### config.mk
export PLATFORM = sky130hd
export DESIGN_NAME = tron_fb_sweep_engine
export DESIGN_NICKNAME = d
export VERILOG_FILES = /design/src/rtl/tron_fb_sweep_engine.sv
export SDC_FILE = /design/constraint.sdc
export NUM_CORES = 1
export LEC_CHECK = 0
export BUFFER_PORTS_ARGS = -buffer_cell sky130_fd_sc_hd__buf_2
export CORE_UTILIZATION = 30
export DETAILED_ROUTE_END_ITERATION = 8
export PLACE_DENSITY = 0.49
export SLEW_MARGIN = 20
export SYNTH_ARGS = -nofsm -noshare
export SYNTH_HDL_FRONTEND = slang
export SYNTH_SLANG_ARGS = --single-unit
### constraint.sdc
create_clock -name clock -period 7 [get_ports clock]
set_clock_uncertainty 0.1 [all_clocks]
set_input_delay 1.4 -clock clock [delete_from_list [all_inputs] [get_ports clock]]
set_output_delay 1.4 -clock clock [all_outputs]
set_load 0.01 [all_outputs]
### src/rtl/tron_fb_sweep_engine.sv
// Framebuffer sweep engine: full-screen fill, perimeter draw or conditional
// colour replace, driven by a single start/done handshake.
module tron_fb_sweep_engine #(
  parameter int WIDTH   = 320,
  parameter int HEIGHT  = 240,
  parameter int COLOR_W = 3,
  parameter int ADDR_W  = 19,
  parameter int RD_LAT  = 1
) (
  input  logic               clock,
  input  logic               reset_n,
  input  logic               start,
  input  logic [1:0]         mode,
  input  logic [COLOR_W-1:0] fill_color,
  input  logic [COLOR_W-1:0] match_color,
  input  logic               abort,
  output logic               busy,
  output logic               done,
  output logic [ADDR_W-1:0]  ram_address,
  input  logic [COLOR_W-1:0] ram_read_data,
  output logic               ram_write_enabled,
  output logic [COLOR_W-1:0] ram_write_data
);

  localparam int XW = (WIDTH  > 1) ? $clog2(WIDTH)  : 1;
  localparam int YW = (HEIGHT > 1) ? $clog2(HEIGHT) : 1;
  localparam int CW = (RD_LAT > 1) ? $clog2(RD_LAT) : 1;

  typedef enum logic [2:0] {
    S_IDLE,
    S_FILL,
    S_BORDER,
    S_RM_READ,
    S_RM_WAIT,
    S_RM_WRITE,
    S_DONE
  } state_t;

  state_t             state, state_n;
  logic [XW-1:0]      x, x_n;
  logic [YW-1:0]      y, y_n;
  logic [CW-1:0]      cnt, cnt_n;
  logic [1:0]         mode_q;
  logic [COLOR_W-1:0] fill_q, match_q;

  logic               last_x, last_y, edge_row, last_px;
  logic [XW-1:0]      rx_n;
  logic [YW-1:0]      ry_n;

  always_ff @(posedge clock or negedge reset_n) begin
    if (!reset_n) begin
      state   <= S_IDLE;
      x       <= '0;
      y       <= '0;
      cnt     <= '0;
      mode_q  <= '0;
      fill_q  <= '0;
      match_q <= '0;
    end else begin
      state <= state_n;
      x     <= x_n;
      y     <= y_n;
      cnt   <= cnt_n;
      if (state == S_IDLE && start) begin
        mode_q  <= mode;
        fill_q  <= fill_color;
        match_q <= match_color;
      end
    end
  end

  always_comb begin
    last_x   = (x == XW'(WIDTH - 1));
    last_y   = (y == YW'(HEIGHT - 1));
    edge_row = (y == '0) || last_y;
    last_px  = last_x && last_y;
    if (last_x) begin
      rx_n = '0;
      ry_n = y + 1'b1;
    end else begin
      rx_n = x + 1'b1;
      ry_n = y;
    end
  end

  always_comb begin
    state_n = state;
    x_n     = x;
    y_n     = y;
    cnt_n   = cnt;
    unique case (state)
      S_IDLE: begin
        if (start) begin
          x_n = '0;
          y_n = '0;
          unique case (mode)
            2'd0:    state_n = S_FILL;
            2'd1:    state_n = S_BORDER;
            2'd2:    state_n = S_RM_READ;
            default: state_n = S_DONE;
          endcase
        end
      end
      S_FILL: begin
        if (last_px) state_n = S_DONE;
        else begin
          x_n = rx_n;
          y_n = ry_n;
        end
      end
      S_BORDER: begin
        if (last_px) state_n = S_DONE;
        else if (!edge_row && x == '0) x_n = XW'(WIDTH - 1);
        else begin
          // interior rows jump from x=0 to the right edge, then wrap to the next row
          x_n = rx_n;
          y_n = ry_n;
        end
      end
      S_RM_READ: begin
        cnt_n   = '0;
        state_n = (RD_LAT == 1) ? S_RM_WRITE : S_RM_WAIT;
      end
      S_RM_WAIT: begin
        if (int'(cnt) >= RD_LAT - 2) state_n = S_RM_WRITE;
        else cnt_n = cnt + 1'b1;
      end
      S_RM_WRITE: begin
        if (last_px) state_n = S_DONE;
        else begin
          state_n = S_RM_READ;
          x_n     = rx_n;
          y_n     = ry_n;
        end
      end
      S_DONE:  state_n = S_IDLE;
      default: state_n = S_IDLE;
    endcase
    if (busy && abort) begin
      state_n = S_IDLE;
      x_n     = '0;
      y_n     = '0;
      cnt_n   = '0;
    end
  end

  always_comb begin
    busy = (state == S_FILL) || (state == S_BORDER) || (state == S_RM_READ) ||
           (state == S_RM_WAIT) || (state == S_RM_WRITE);
    done = (state == S_DONE);
    ram_address = '0;
    if (busy) ram_address = ADDR_W'(y) * ADDR_W'(WIDTH) + ADDR_W'(x);
    ram_write_data    = busy ? fill_q : '0;
    ram_write_enabled = !abort &&
                        ((state == S_FILL) || (state == S_BORDER) ||
                         ((state == S_RM_WRITE) && (ram_read_data == match_q)));
  end

  logic unused_mode;
  assign unused_mode = ^mode_q;

endmodule

======== Yosys cells after proc, flatten, opt, wreduce, memory -nomap -nowiden ========
Cells that the tools add are included.
Widths: inputs -> output; s select.
operators by class
  add/subtract/negate cells ............... 3
  multipliers ............................. 1
  div/mod/pow operators ................... 0
  $lt $le $gt $ge ......................... 0
  eq/ne operators ......................... 16
  shift operators ......................... 0
  multiplexer cells ....................... 22
  bitwise gates (word level) .............. 0
  reductions and logical operators ........ 25
operators by type and width
  operator              count
  $mux 9                6
  $mux 8                6
  $pmux 9 s3            1
  $pmux 8 s3            1
  $add 17x9->18         1
  $mux 18               1
  $mux 3                5
  $pmux 3 s4            1
  $mul 8x3->11 const B  1
  $add 9x1->9 const B   1
  $eq 3x3->1 const B    3
  $eq 9x9->1 const B    1
  $logic_not 9->1       1
  $pmux 3 s3            1
  $add 8x1->8 const B   1
  $eq 8x8->1 const B    1
  $logic_not 8->1       1
  $eq 3x2->1 const B    2
  $logic_and 1x1->1     6
  $logic_or 1x1->1      6
  $ne 3x2->1 const B    2
  $ne 3x3->1 const B    2
  $reduce_or 2->1       3
  $reduce_and 5->1      1
  11 further kinds      12
word-level totals
  flip-flop bits (word level) ............. 26
  bits in latches ......................... 0
  bits in writable memories ............... 0
  memory bits (read-only) ................. 0
  logic and storage cells ................. 72
  memories ................................ 0

======== Longest topological paths before layout ========
  depth in word-level cells ............... 8
  gate-level depth with buffers ........... 9

======== Worst setup path before layout ========
Ideal clock, no wire load.
  path type ............................... register -> output
  start ................................... register y[1]
  end ..................................... output ram_address[16]
  arrival time ............................ 2472 ps
  data required time ...................... 5500 ps
  slack ................................... 3028 ps
  stages on the path, launching flop included .. 10
  cell sequence ........................... dfrtp_1 -> ha_1 -> ha_1 -> fa_1 -> a211oi_1 -> nor2_1 -> xor2_1 -> and4_1 -> a31oi_1 -> nor2_1
between the ends
  longest elaborated chain between the ends .. 3
ends and longest elaborated chain
  item                      line  text
  start: declaration        41    logic [YW-1:0] y, y_n;
  start signal: assignment  62    y <= y_n;
  $mul 8x3->11              152   if (busy) ram_address = ADDR_W'(y) * ADDR_W'(WIDTH) + ADDR_W'(x);
  $add 17x9->18             152
  $mux 18                   152
  end: declaration          19    output logic [ADDR_W-1:0] ram_address,
Every way passes these cells.

======== Final worst setup path ========
Ends and elaborated chain as after synthesis.

==> metrics <==
Simple-Gate Fraction of Synth Area 0.277; FF+latch area 651 um2; fin nets 342; Final Wtd Congestion 0.826; Seq pwr share 0.317; DRC violations left 0; share of cells above drive strength 1 0.230; RSZ-0062 raised after global routing false; GRT overflow 0; Worst Setup End Kind output port; Period Utilization, post-route 0.649; port buffer count 37; normalized max-slew margin 0.561; initial core utilization 0.317; clk root buf clkbuf_8; Synth area leaders dfrtp_1, ha_1, nor2_1; Core Util, Final 0.358; post-CTS setup repair buffer count 0; Hold Crit Class flop to flop; die extent in x 90.5 um; multiplexer share of the synthesized area 0.0373; post-synthesis sequential area ratio 0.277; Req. time, crit path 5.50 ns; Synth Area in Compound Gates 0.186; setup violators final 0; initial antenna violation count 0; post_cts resized 0; synthesized instance count 274; TritonCTS buffer count 3; hold_buf cts 0; number of global-route vias before repair 1967; combinational fraction of design power 0.496; count of final hold-check violations 0; total I/O pin count 40; Synth async-reset ratio 1.00; Crit Path Category flop to output port; die area 8180 um2; Clock Tree Buf Depth 2; clk_lat worst skew 0.28 ns; WP data arrival 3.04 ns; status finished clean; fillcell total 764; htree depth 1; startpoint types flop; total wire length 5.71 mm; cell taking the most area after synthesis dfrtp_1; post-route setup TNS 0 ns; Worst Tran Pin Value 0.658 ns; Worst-path clk slew 0.10 ns; maximum vdd drop 0.000146 V; area occupied by multi-input gates 1580 um2; Vert. Die Dim 90.5 um; net switching power figure 305 uW; post-route ant nets 0; top cell type's share of synthesized area 0.277; combinational family with the most area after synthesis simple AND/OR/NAND/NOR gates; Vias/cell 5.15; # diodes 0; Pint 387 uW; dpl hpwl 4.32 mm; Post-Syn Area per Cell 8.57 um2; EDFF count, synth 0; largest net degree at the start of global routing 27; WL per Instance 14.1 um; Hold WS 0.408 ns; minimum clock period 4.54 ns; routed vias 2081; Core Region 7410 um2; global-route wire length before repair 9.54 mm; Net Sw Frac 0.441; xor/xnor share of the synthesized area 0.0485; Synth cell types 65; max_cap viols 0; worst-path fanout max 7; total of warnings raised by yosys 0; Slew Viols, Final 0; gr usage total 0.143; ys flop type dfrtp_1; fmax 220 MHz; CTS tree done; # clock sinks 26; clock network fraction of total power 0.187; R2R cell count 6; Power Dens Cells 261 nW/um2; Yosys reg bits 26; row count 31; Layout area overhead 13.0%; Post-Syn Area 2350 um2; P_leak 0.00127 uW; Hold Path Stages 1; drt first pass iters 4; post-synthesis adder-cell area fraction 0.123; Iteration-0 DRC Markers 105
[critical path, stage by stage (launching register included)]
cell,delay (ns)
dfrtp_1,0.48
ha_1,0.33
ha_1,0.24
fa_1,0.40
a211oi_1,0.35
nor2_1,0.10
xor2_1,0.25
and4_1,0.27
a31oi_1,0.09
nor2_1,0.11
buf_2,0.14
[cell usage after synthesis (2+ instances only)]
master    instances
a21o_2            2
nor3_1           10
mux2_2            6
nand3_1           9
buf_4             3
nor4_1            3
or3_1             3
mux2i_1           2
or4_4             2
a21oi_1          18
xnor2_1           6
ha_1             19
fa_1              2
nor2_1           34
a21o_1            2
nand4_1           6
nand2b_1          3
and3_1            2
nor2b_1           3
clkbuf_1          3
o21ai_1           2
a22o_2            2
inv_1            10
o21ai_0          19
a211oi_1          3
dfrtp_1          26
xor2_1            7
buf_6             2
and2_1           10
nand2_1          16
o21bai_1          2
o21a_1            2
a21oi_2           3
[power by group through the flow]
stage | registers [uW] | logic [uW] | clock network (uW)
2_1_floorplan | 198 | 290 | 0
6_report | 219 | 344 | 130
5_1_grt | 227 | 385 | 140
3_5_place_dp | 222 | 351 | 0
3_3_place_gp | 222 | 352 | 0
4_1_cts | 219 | 352 | 135
[cell families (layout without fill, tap and decap cells)]
logic type	count (synthesis)	in the layout
and+or+nand+nor	116	116
adders and majority gates	22	22
DFF	26	26
AOI/OAI and AO/OA	67	67
muxes	8	8
xor gates and xnor gates	13	13
buffers and inverters	21	51
other	1	2
[metal layers]
layer / share of wire / up-vias / global-route usage
met3: 0.017 / 7 / 0.0135
met4: 0.011 / 0 / 0.0363
met2: 0.48 / 27 / 0.244
li1: - / 1047 / -
met5: 0 / - / 0
met1: 0.49 / 1000 / 0.195
[metrics by stage]
stage | power [uW] | area [um2] | setup WS [ns] | instances
floorplan | 487 | 2350 | 3.03 | 275
global placement | 575 | 2580 | 2.82 | 400
detailed placement | 573 | 2580 | 2.77 | 400
CTS | 705 | 2650 | 2.45 | 404
global route | 751 | 2650 | 2.26 | 404
finish | 693 | 2650 | 2.46 | 404
[state kept, by name, summed over array words and instances, names as in the netlist]
| name | cells |
|---|---|
| fill_q | 3 |
| match_q | 3 |
| state | 3 |
| x | 9 |
| y | 8 |
[placed cells by master, fill, tap and decap left out, types with 2 or more instances in the layout]
master,n
o21ai_0,19
o21a_1,2
a21o_1,2
conb_1,2
mux2_2,6
dfrtp_1,26
nor3_1,10
inv_1,10
a21oi_1,18
nand4_1,6
a21oi_2,3
a22o_2,2
or4_4,2
a21o_2,2
a211oi_1,3
o21bai_1,2
ha_1,19
and3_1,2
nand3_1,9
clkbuf_8,3
fa_1,2
or3_1,3
nand2b_1,3
and2_1,10
nor2b_1,3
xor2_1,7
mux2i_1,2
nor4_1,3
nand2_1,16
xnor2_1,6
buf_2,37
o21ai_1,2
nor2_1,34
[worst paths after layout]
path                       slack [ns]              end       from
min in group asynchronous        1.03         state[2]    reset_n
min reg2reg                      0.41        fill_q[1]  fill_q[1]
min                              0.41        fill_q[1]  fill_q[1]
max in group asynchronous        5.33             y[0]    reset_n
max                              2.46  ram_address[16]       y[1]
max reg2reg                      4.37             y[7]   state[2]
[final cells by class]
| class | count | share of cell area |
|---|---|---|
| multi-input combinational | 228 | 0.597 |
| sequential | 26 | 0.245 |
| timing repair buffer | 37 | 0.0698 |
| tap | 99 | 0.0467 |
| clock buffer | 3 | 0.0156 |
| inverter | 10 | 0.0142 |
| clock inverter | 1 | 0.0113 |
Note: power is estimated with default switching activity, not from simulation.
